===== src/rtl/switch_mux_pkg.sv =====
// Shared types and constants for the break-before-make GPIO switch matrix.
package switch_mux_pkg;

  localparam int IDX_W = 4;

  typedef enum logic [1:0] {
    ST_IDLE   = 2'd0,
    ST_ACTIVE = 2'd1,
    ST_GAP    = 2'd2
  } chan_state_t;

endpackage


===== src/rtl/switch_mux_chan.sv =====
// One output channel: connection FSM, break-before-make gap counter and output flop.
module switch_mux_chan
  import switch_mux_pkg::*;
#(
  parameter int INPUT_COUNT = 4,
  parameter int GAP_CYCLES  = 4,
  parameter bit IDLE_LEVEL  = 1'b1
) (
  input  logic                   clk,
  input  logic                   rst,
  input  logic                   req,
  input  logic                   req_en,
  input  logic [IDX_W-1:0]       req_sel,
  input  logic [INPUT_COUNT-1:0] din,
  output logic                   out_bit,
  output logic                   busy_bit
);

  localparam logic [7:0] GAP_LOAD = 8'(GAP_CYCLES - 1);

  chan_state_t              state;
  logic [IDX_W-1:0]         sel;
  logic                     pend_en;
  logic [7:0]               cnt;
  logic [(1 << IDX_W)-1:0]  din_ext;

  // Widen to the full index range so a 4-bit select never reads past the vector.
  always_comb begin
    din_ext = '0;
    for (int i = 0; i < INPUT_COUNT; i++) din_ext[i] = din[i];
  end

  assign busy_bit = (state == ST_GAP);

  always_ff @(posedge clk or posedge rst) begin
    if (rst) begin
      state   <= ST_IDLE;
      sel     <= '0;
      pend_en <= 1'b0;
      cnt     <= '0;
      out_bit <= IDLE_LEVEL;
    end else begin
      case (state)
        ST_IDLE: begin
          if (req && req_en) begin
            state   <= ST_ACTIVE;
            sel     <= req_sel;
            out_bit <= din_ext[req_sel];
          end else begin
            out_bit <= IDLE_LEVEL;
          end
        end
        ST_ACTIVE: begin
          if (req && !req_en) begin
            state   <= ST_GAP;
            pend_en <= 1'b0;
            cnt     <= GAP_LOAD;
            out_bit <= IDLE_LEVEL;
          end else if (req && (req_sel != sel)) begin
            state   <= ST_GAP;
            pend_en <= 1'b1;
            sel     <= req_sel;
            cnt     <= GAP_LOAD;
            out_bit <= IDLE_LEVEL;
          end else begin
            out_bit <= din_ext[sel];
          end
        end
        ST_GAP: begin
          // The pending selection is already in sel; it only takes effect on exit.
          if (cnt == 8'd0) begin
            if (pend_en) begin
              state   <= ST_ACTIVE;
              out_bit <= din_ext[sel];
            end else begin
              state   <= ST_IDLE;
              out_bit <= IDLE_LEVEL;
            end
          end else begin
            cnt     <= cnt - 8'd1;
            out_bit <= IDLE_LEVEL;
          end
        end
        default: begin
          state   <= ST_IDLE;
          out_bit <= IDLE_LEVEL;
        end
      endcase
    end
  end

endmodule


===== src/rtl/switch_mux.sv =====
// GPIO switch matrix: synchronised inputs routed to registered outputs, one
// break-before-make channel per output, reconfigured through a valid/ready port.
module switch_mux
  import switch_mux_pkg::*;
#(
  parameter int INPUT_COUNT  = 4,
  parameter int OUTPUT_COUNT = 4,
  parameter int SYNC_STAGES  = 2,
  parameter int GAP_CYCLES   = 4,
  parameter bit IDLE_LEVEL   = 1'b1
) (
  input  logic                    clk,
  input  logic                    rst,
  input  logic [INPUT_COUNT-1:0]  in,
  input  logic                    cfg_valid,
  output logic                    cfg_ready,
  input  logic [IDX_W-1:0]        cfg_out,
  input  logic [IDX_W-1:0]        cfg_sel,
  input  logic                    cfg_en,
  output logic                    cfg_err,
  output logic [OUTPUT_COUNT-1:0] out,
  output logic [OUTPUT_COUNT-1:0] busy
);

  localparam logic [IDX_W:0] OUT_LIM = (IDX_W + 1)'(OUTPUT_COUNT);
  localparam logic [IDX_W:0] IN_LIM  = (IDX_W + 1)'(INPUT_COUNT);

  logic [INPUT_COUNT-1:0]  sync_pipe [SYNC_STAGES];
  logic [(1 << IDX_W)-1:0] busy_ext;
  logic [OUTPUT_COUNT-1:0] req_vec;
  logic                    out_ok;
  logic                    sel_ok;
  logic                    accept;
  logic                    req_bad;

  // Input synchroniser: stage 0 is the metastability catcher.
  always_ff @(posedge clk or posedge rst) begin
    if (rst) begin
      for (int s = 0; s < SYNC_STAGES; s++) sync_pipe[s] <= {INPUT_COUNT{IDLE_LEVEL}};
    end else begin
      sync_pipe[0] <= in;
      for (int s = 1; s < SYNC_STAGES; s++) sync_pipe[s] <= sync_pipe[s-1];
    end
  end

  always_comb begin
    busy_ext = '0;
    for (int i = 0; i < OUTPUT_COUNT; i++) busy_ext[i] = busy[i];
  end

  assign out_ok    = ({1'b0, cfg_out} < OUT_LIM);
  assign sel_ok    = ({1'b0, cfg_sel} < IN_LIM);
  assign cfg_ready = out_ok ? ~busy_ext[cfg_out] : 1'b1;
  assign accept    = cfg_valid & cfg_ready;
  assign req_bad   = ~out_ok | (cfg_en & ~sel_ok);

  // Only a valid accepted request reaches a channel; invalid ones just flag cfg_err.
  always_comb begin
    req_vec = '0;
    for (int i = 0; i < OUTPUT_COUNT; i++)
      req_vec[i] = accept && !req_bad && (cfg_out == i[IDX_W-1:0]);
  end

  always_ff @(posedge clk or posedge rst) begin
    if (rst) cfg_err <= 1'b0;
    else     cfg_err <= accept & req_bad;
  end

  for (genvar g = 0; g < OUTPUT_COUNT; g++) begin : g_chan
    switch_mux_chan #(
      .INPUT_COUNT (INPUT_COUNT),
      .GAP_CYCLES  (GAP_CYCLES),
      .IDLE_LEVEL  (IDLE_LEVEL)
    ) u_chan (
      .clk      (clk),
      .rst      (rst),
      .req      (req_vec[g]),
      .req_en   (cfg_en),
      .req_sel  (cfg_sel),
      .din      (sync_pipe[SYNC_STAGES-1]),
      .out_bit  (out[g]),
      .busy_bit (busy[g])
    );
  end

endmodule


===== config.mk =====
export PLATFORM = sky130hd
export DESIGN_NAME = switch_mux
export DESIGN_NICKNAME = d
export VERILOG_FILES = /design/src/rtl/switch_mux_pkg.sv /design/src/rtl/switch_mux_chan.sv /design/src/rtl/switch_mux.sv
export SDC_FILE = /design/constraint.sdc
export NUM_CORES = 1
export LEC_CHECK = 0
export ABC_AREA = 1
export ABC_CLOCK_PERIOD_IN_PS = 5780
export BUFFER_PORTS_ARGS = -buffer_cell sky130_fd_sc_hd__buf_2
export CORE_MARGIN = 3
export CORE_UTILIZATION = 50
export CTS_CLUSTER_DIAMETER = 50
export CTS_CLUSTER_SIZE = 12
export DETAILED_ROUTE_END_ITERATION = 10
export PLACE_DENSITY_LB_ADDON = 0.2
export SYNTH_ARGS = -nofsm -noshare
export SYNTH_HDL_FRONTEND = slang
export SYNTH_SLANG_ARGS = --single-unit

===== constraint.sdc =====
create_clock -name clk -period 5.78 [get_ports clk]
set_input_delay 0.867 -clock clk [delete_from_list [all_inputs] [get_ports clk]]
set_output_delay 0.867 -clock clk [all_outputs]
set_load 0.02 [all_outputs]

=== Word-level counts from Yosys, hierarchy flattened ===
Cells that the tools add are included.

* Mux-type cells: 101
* Add/subtract/negate cells: 4
* Bitwise logic cells: 7
* $lt $le $gt $ge: 8
* Equality and inequality tests: 39
* Reductions and logical operators: 56

{| class="wikitable"
|+ Operators with widths
! cell !! count
|-
| $mux W8 || 12
|-
| $pmux W8 S2 || 4
|-
| $mux W4 || 12
|-
| $mux W1 || 39
|-
| $logic_not A8 Y1 || 4
|-
| $mux W2 || 16
|-
| $pmux W4 S2 || 4
|-
| $sub A8 B1 Y8 const B || 4
|-
| $lt A4 B5 Y1 const B || 6
|-
| $bmux W1 S4 || 6
|-
| $ne A2 B2 Y1 const B || 12
|-
| $pmux W2 S3 || 4
|-
| $reduce_and A3 Y1 || 8
|-
| $reduce_bool A2 Y1 || 12
|-
| $logic_and A1 B1 Y1 || 17
|-
| $ne A2 B1 Y1 const B || 8
|-
| $ne A4 B4 Y1 || 4
|-
| $reduce_and A4 Y1 || 4
|-
| $ne A3 B1 Y1 const B || 4
|-
| $pmux W1 S3 || 4
|-
| $eq A2 B1 Y1 const B || 4
|-
| $eq A2 B2 Y1 const B || 4
|-
| $eq A4 B2 Y1 const B || 2
|-
| $logic_not A2 Y1 || 4
|-
| other kinds (8) || 17
|}

* Output and inout bits: 10
* Input port bits: 16
* Logic and storage cells: 238
* Flip-flop bits (word level): 73

=== Depth between registers and ports, before layout ===
* Depth in word-level cells: 12
* Mapped depth: 16
* Gate-level depth less buffers: 15

=== Hierarchy ===
Synthesis repeated with hierarchy kept, for this count alone.

* Cell total of the unflattened synthesis: 695
* Area, all modules: 4652.0 um2

{| class="wikitable"
|+ By module, submodules not included
! module !! seq. area each (um2) !! cells an instance !! area an instance (um2) !! instances
|-
| switch_mux_chan || 401.6 || 165 || 1069.8 || 4
|-
| switch_mux || 235.2 || 35 || 372.9 || 1
|}

=== Worst setup path after synthesis ===
No wires, ideal clock.

* Path kind: input -> register
* From: input cfg_sel[3]
* To: register g_chan[0].u_chan.cnt[0]
* Slack: 3.389 ns
* Required time: 5.656 ns
* Arrival time: 2.267 ns
* Cell stages on the path: 11
* Setup time: 0.124 ns
* Buffers on the path: 2
* Cells stage by stage: buf_2 or2_4 a21boi_4 nand3_4 nor2_4 o21ai_2 nand2_4 nand2_4 buf_6 nand2_1 nand2_1

* Word-level cells in the longest chain between the ends: 10
* Elaborated cells between the ends (all ways): 14
* Classes of those cells: 1 x order compare; 2 x eq/ne; 2 x mux; 3 x bitwise; 6 x reduce/logical

{| class="wikitable"
|+ Ends and longest elaborated chain
! element !! RTL line !! RTL
|-
| start: declaration || switch_mux.sv:18 || <nowiki>input logic [IDX_W-1:0] cfg_sel,</nowiki>
|-
| $lt A4 B3 Y1 || switch_mux.sv:52 || <nowiki>assign sel_ok = ({1'b0, cfg_sel} < IN_LIM);</nowiki>
|-
| $not A1 Y1 || switch_mux.sv:55 || <nowiki>assign req_bad = ~out_ok | (cfg_en & ~sel_ok);</nowiki>
|-
| $and A1 B1 Y1 || switch_mux.sv:55 ||
|-
| $or A1 B1 Y1 || switch_mux.sv:55 ||
|-
| $logic_not A1 Y1 || switch_mux.sv:61 || <nowiki>req_vec[i] = accept && !req_bad && (cfg_out == i[IDX_W-1:0]);</nowiki>
|-
| $logic_and A1 B1 Y1 (2 in series) || switch_mux.sv:61 ||
|-
| $logic_and A1 B1 Y1 (on tied branches) || switch_mux_chan.sv:59, switch_mux_chan.sv:54 ||
|-
| $ne A3 B1 Y1 (no line) or $mux W8 (tied branches) || n/a ||
|-
| $reduce_and A3 Y1 (no line) or $pmux W8 S2 (tied branches) || n/a ||
|-
| end signal: assignment || switch_mux_chan.sv:80 || <nowiki>cnt <= cnt - 8'd1;</nowiki>
|-
| end: declaration || switch_mux_chan.sv:24 || <nowiki>logic [7:0] cnt;</nowiki>
|}

Several ways; a longest one is shown, not always the timed one.
A chain may end at the register's enable or synchronous reset.

=== Final worst setup path ===
* From: register g_chan[0].u_chan.state[0]
* To: output cfg_ready

* Word-level cells in the longest chain between the ends: 5

{| class="wikitable"
|+ Ends and longest elaborated chain
! element !! RTL line !! RTL
|-
| start: declaration || switch_mux_chan.sv:21 || <nowiki>chan_state_t state;</nowiki>
|-
| start signal: assignment || switch_mux_chan.sv:37 || <nowiki>state <= ST_IDLE;</nowiki>
|-
| start signal: assignment || switch_mux_chan.sv:46 || <nowiki>state <= ST_ACTIVE;</nowiki>
|-
| start signal: assignment || switch_mux_chan.sv:55 || <nowiki>state <= ST_GAP;</nowiki>
|-
| $eq A2 B2 Y1 || switch_mux_chan.sv:33 || <nowiki>assign busy_bit = (state == ST_GAP);</nowiki>
|-
| $bmux W1 S4 || switch_mux.sv:53 || <nowiki>assign cfg_ready = out_ok ? ~busy_ext[cfg_out] : 1'b1;</nowiki>
|-
| $mux W1 (implied by the code) || switch_mux.sv:53 ||
|-
| $not A1 Y1 || switch_mux.sv:53 ||
|-
| $mux W1 || switch_mux.sv:53 ||
|-
| end: declaration || switch_mux.sv:16 || <nowiki>output logic cfg_ready,</nowiki>
|}

Every way passes these cells. The select of a mux whose other input is x is not followed.

==> metrics.txt <==
largest family of logic cells by synthesized area=simple AND/OR/NAND/NOR gates; Chip Width=102.9 um; gate count of the mapped netlist=591; RSZ-0062 raised after global routing=false; num rows=34; cell-by-cell trace of the critical path=inv_1 > ha_1 > inv_1 > nand2_1 > nand2_1 > nor2_1 > nand2_1 > buf_2; sum of internal, switching and leakage power=around 0.0028 W; Total Neg Setup Slack=0 ps; run status=complete, no violations; sink count of the clock tree=73; Area growth, synth to finish=8.371%; die outline area=10,590 um2; worst hold endpoint=sync_pipe[0]$_DFF_PP1_; fraction of final layout cells with drive strength greater than 1=18.76%; PnR worst setup slack=~2900 ps; via count of the first global-routing pass=3,583; Critical Path Sink Type=output pin; maximum number of pins on one net before global-route repair=74; core area=8934 um2; effective utilization at floorplan=a little over half; worst reg2reg path depth=13; synthesized area divided by synthesized cell count=roughly 7.9 um2; clock slew at the register clock pins of the worst setup and hold paths=around 80 ps; crit path time final=about 2900 ps; area share of the largest cell type after synthesis=about 33%; TritonCTS buffer count=9; biggest area contributors in the synthesized netlist=dfrtp_1 (33%), nand2_1 (12%), dfstp_2 (6.7%); #FFs+latches synth=73; cell area after synthesis=~4700 um2; class of the worst hold path=reg -> reg; placement-stage cell area=~4800 um2; count of yosys warnings during synthesis=0; longest individual stage delay on the worst path=~420 ps; clk_lat worst skew=between 300 and 400 ps; share of synthesized cell area in and, or, nand and nor gates=between 30% and 40%; portion of netlist area occupied by mux cells=0%; weighted congestion reported at the end of routability-driven placement=0.8321; Layout Nets=~640; 1st-iter DRT viols=approximately 170; setup slack of the worst register-to-register path=about 3300 ps; total global routing track utilization=between 10% and 20%; startpoint of the most critical register-to-register path=g_chan[0].u_chan.state[0]$_DFFE_PP0P_; antenna violations before repair=0; worst-margin pin slew=936.1 ps; Critical Path Start Type=flop; Final Hold Viols=0; share of synthesized registers carrying an async set or reset=100.0%; endpoints failing setup=0; maximum resistive drop on vdd=about 0.19 mV; post-cts gate resize count=0; highest attainable clock frequency=0.3472 GHz; worst hold path stage count=0; top-level port count=26; most repeated cell in the gate-level netlist after synthesis=nand2_1; count of buffers from port buffering=25; dpl cells=705; library cells used by synthesis=37; clock tree from TritonCTS=built; DR WL/cell=12.59 um; fraction of the yosys area taken by sequential cells=~39%; r2r endpoint=g_chan[2].u_chan.cnt[6]$_DFFE_PP0P_; share of the clock period used by the worst path=roughly 50%; number of flops mapped to enable cells by yosys=0; final standard cell area without fillers=just over 5000 um2; Final Max Tran Viols=0; First-pass DRT Iterations=4; post-DR vias/cell=5.179; sum of routed wire length over all layers=around 9000 um; Post-Synth XOR/XNOR Area=4.852%; total congestion overflow=0; number of filler instances in the final layout=810; relative slew slack=about 38%; startpoint of the worst hold path=sync_pipe[4]$_DFF_PP1_; final std cells w/o fill=approximately 720; global-route wire length before repair=around 16,000 um; H-tree depth reported by CTS=3; Worst Path Class, Setup=reg -> out; minimum setup slack after placement=between 3000 and 4000 ps; total via count after detailed routing=about 3,700; data required time of the worst path=roughly 5000 ps; most frequent CP cell=nand2_1; Post-synth top flop=dfrtp_1; Hold Buf Count CTS=0; Antenna Nets Post-Route=0; arrival time at the worst endpoint=approximately 2000 ps; post-synthesis share of cell area spent on full adders, half adders and majority gates=around 5.3%; Power per Cell Area=between 500 and 600 nW/um2; Leakage Power=roughly 2.5 nW; net count after synthesis=roughly 630; post-route DRC violation count=0; largest area contributor in the netlist=dfrtp_1; worst setup skew after layout=around 7.7 ps; compound-gate portion of the synthesized area=between 10 and 15%; number of buffers inserted to repair setup after CTS=0; slowest cell on the critical path=dfrtp_1; Max-cap violations=0; Max clock buf depth=2; worst setup path start=g_chan[0].u_chan.state[0]$_DFFE_PP0P_; die height=roughly 100 um; worst-path maximum fanout=11; root buffer cell=clkbuf_8; Detail Placement HPWL=roughly 6700 um; commonest cells in the netlist=nand2_1 (152), inv_1 (64), dfrtp_1 (61); diode insertion count for antenna repair=0
[per-stage QoR]
stage	util [%]	hold WS (ps)
after floorplan	-	345.2
after global routing	56.93	362.3
after CTS	56.93	358.1
after detailed placement	53.84	347.2
final	56.93	357.1
after global placement	53.84	345.4
[cell families after synthesis]
kind of cell / Yosys count
simple gates: 317
flops: 73
buf+inv: 88
xor+xnor: 26
compound gates: 67
fa+ha+maj: 20
[power breakdown]
part | internal [W] | leakage [nW] | switching, W
clock | 0.000354 | 0.140 | 0.000190
combinational | 0.000498 | 1.46 | 0.000855
sequential | 0.000694 | 0.914 | 0.000167
[state kept, by name (all words and copies together) (netlist names)]
name / count
g_chan.u_chan.out_bit: 4
g_chan.u_chan.state: 8
g_chan.u_chan.pend_en: 4
sync_pipe: 8
cfg_err: 1
g_chan.u_chan.sel: 16
g_chan.u_chan.cnt: 32
[per-layer routing]
| metal | track usage [%] | up-vias | part of all wire, % |
|---|---|---|---|
| li1 | - | 1934 | - |
| met1 | 27.47 | 1733 | 52 |
| met2 | 29.06 | 58 | 43 |
| met3 | 2.909 | 9 | 4.1 |
| met4 | 5.179 | 0 | 0.96 |
| met5 | 0 | - | 0 |
[final cells by class]
class,count,area (um2),area share [%]
well taps,108,135.1,2.657
clock inverters,5,125.1,2.460
multi-input cells,430,2445,48.07
repair buffers,26,132.6,2.608
inverters,68,255.2,5.018
clock buffers,11,151.4,2.977
flip-flops and latches,73,1842,36.21
[how the worst max path moves through the flow]
stage | to | slack (ps)
3_5_place_dp | g_chan[2].u_chan.cnt[3]$_DFFE_PP0P_ | 3140
3_3_place_gp | g_chan[1].u_chan.sel[3]$_DFFE_PP0P_ | 3150
2_1_floorplan | cfg_err$_DFF_PP0_ | 3080
5_1_grt | cfg_ready | 2750
4_1_cts | cfg_ready | 2880
6_report | cfg_ready | 2900
[cell usage in the layout, fill, tap and decap left out, types with 4 or more instances in the layout]
master,synthesis,routed
nand2_1,152,152
inv_1,64,63
dfrtp_1,61,61
nand3_1,49,49
nor2_1,49,49
buf_2,7,25
nand4_1,24,24
o21ai_2,22,22
ha_1,20,20
xor2_1,17,17
a21oi_1,14,14
dfstp_2,12,12
clkbuf_8,0,11
xnor2_1,9,9
or2_2,9,9
o21ai_0,9,9
nand2_2,8,8
o211ai_1,8,8
nor3_1,7,7
a21boi_0,6,6
inv_2,4,5
nand2_4,5,5
nor2_4,4,4
bufinv_16,0,4
[worst max-delay path: cells and delay by family, from the launching register on]
| family | cells | cell delay [ps] |
|---|---|---|
| buf+inv | 3 | 480 |
| simple gates | 4 | 370 |
| flops | 1 | 420 |
| fa+ha+maj | 1 | 390 |
Power figures use the tool's default switching activity.
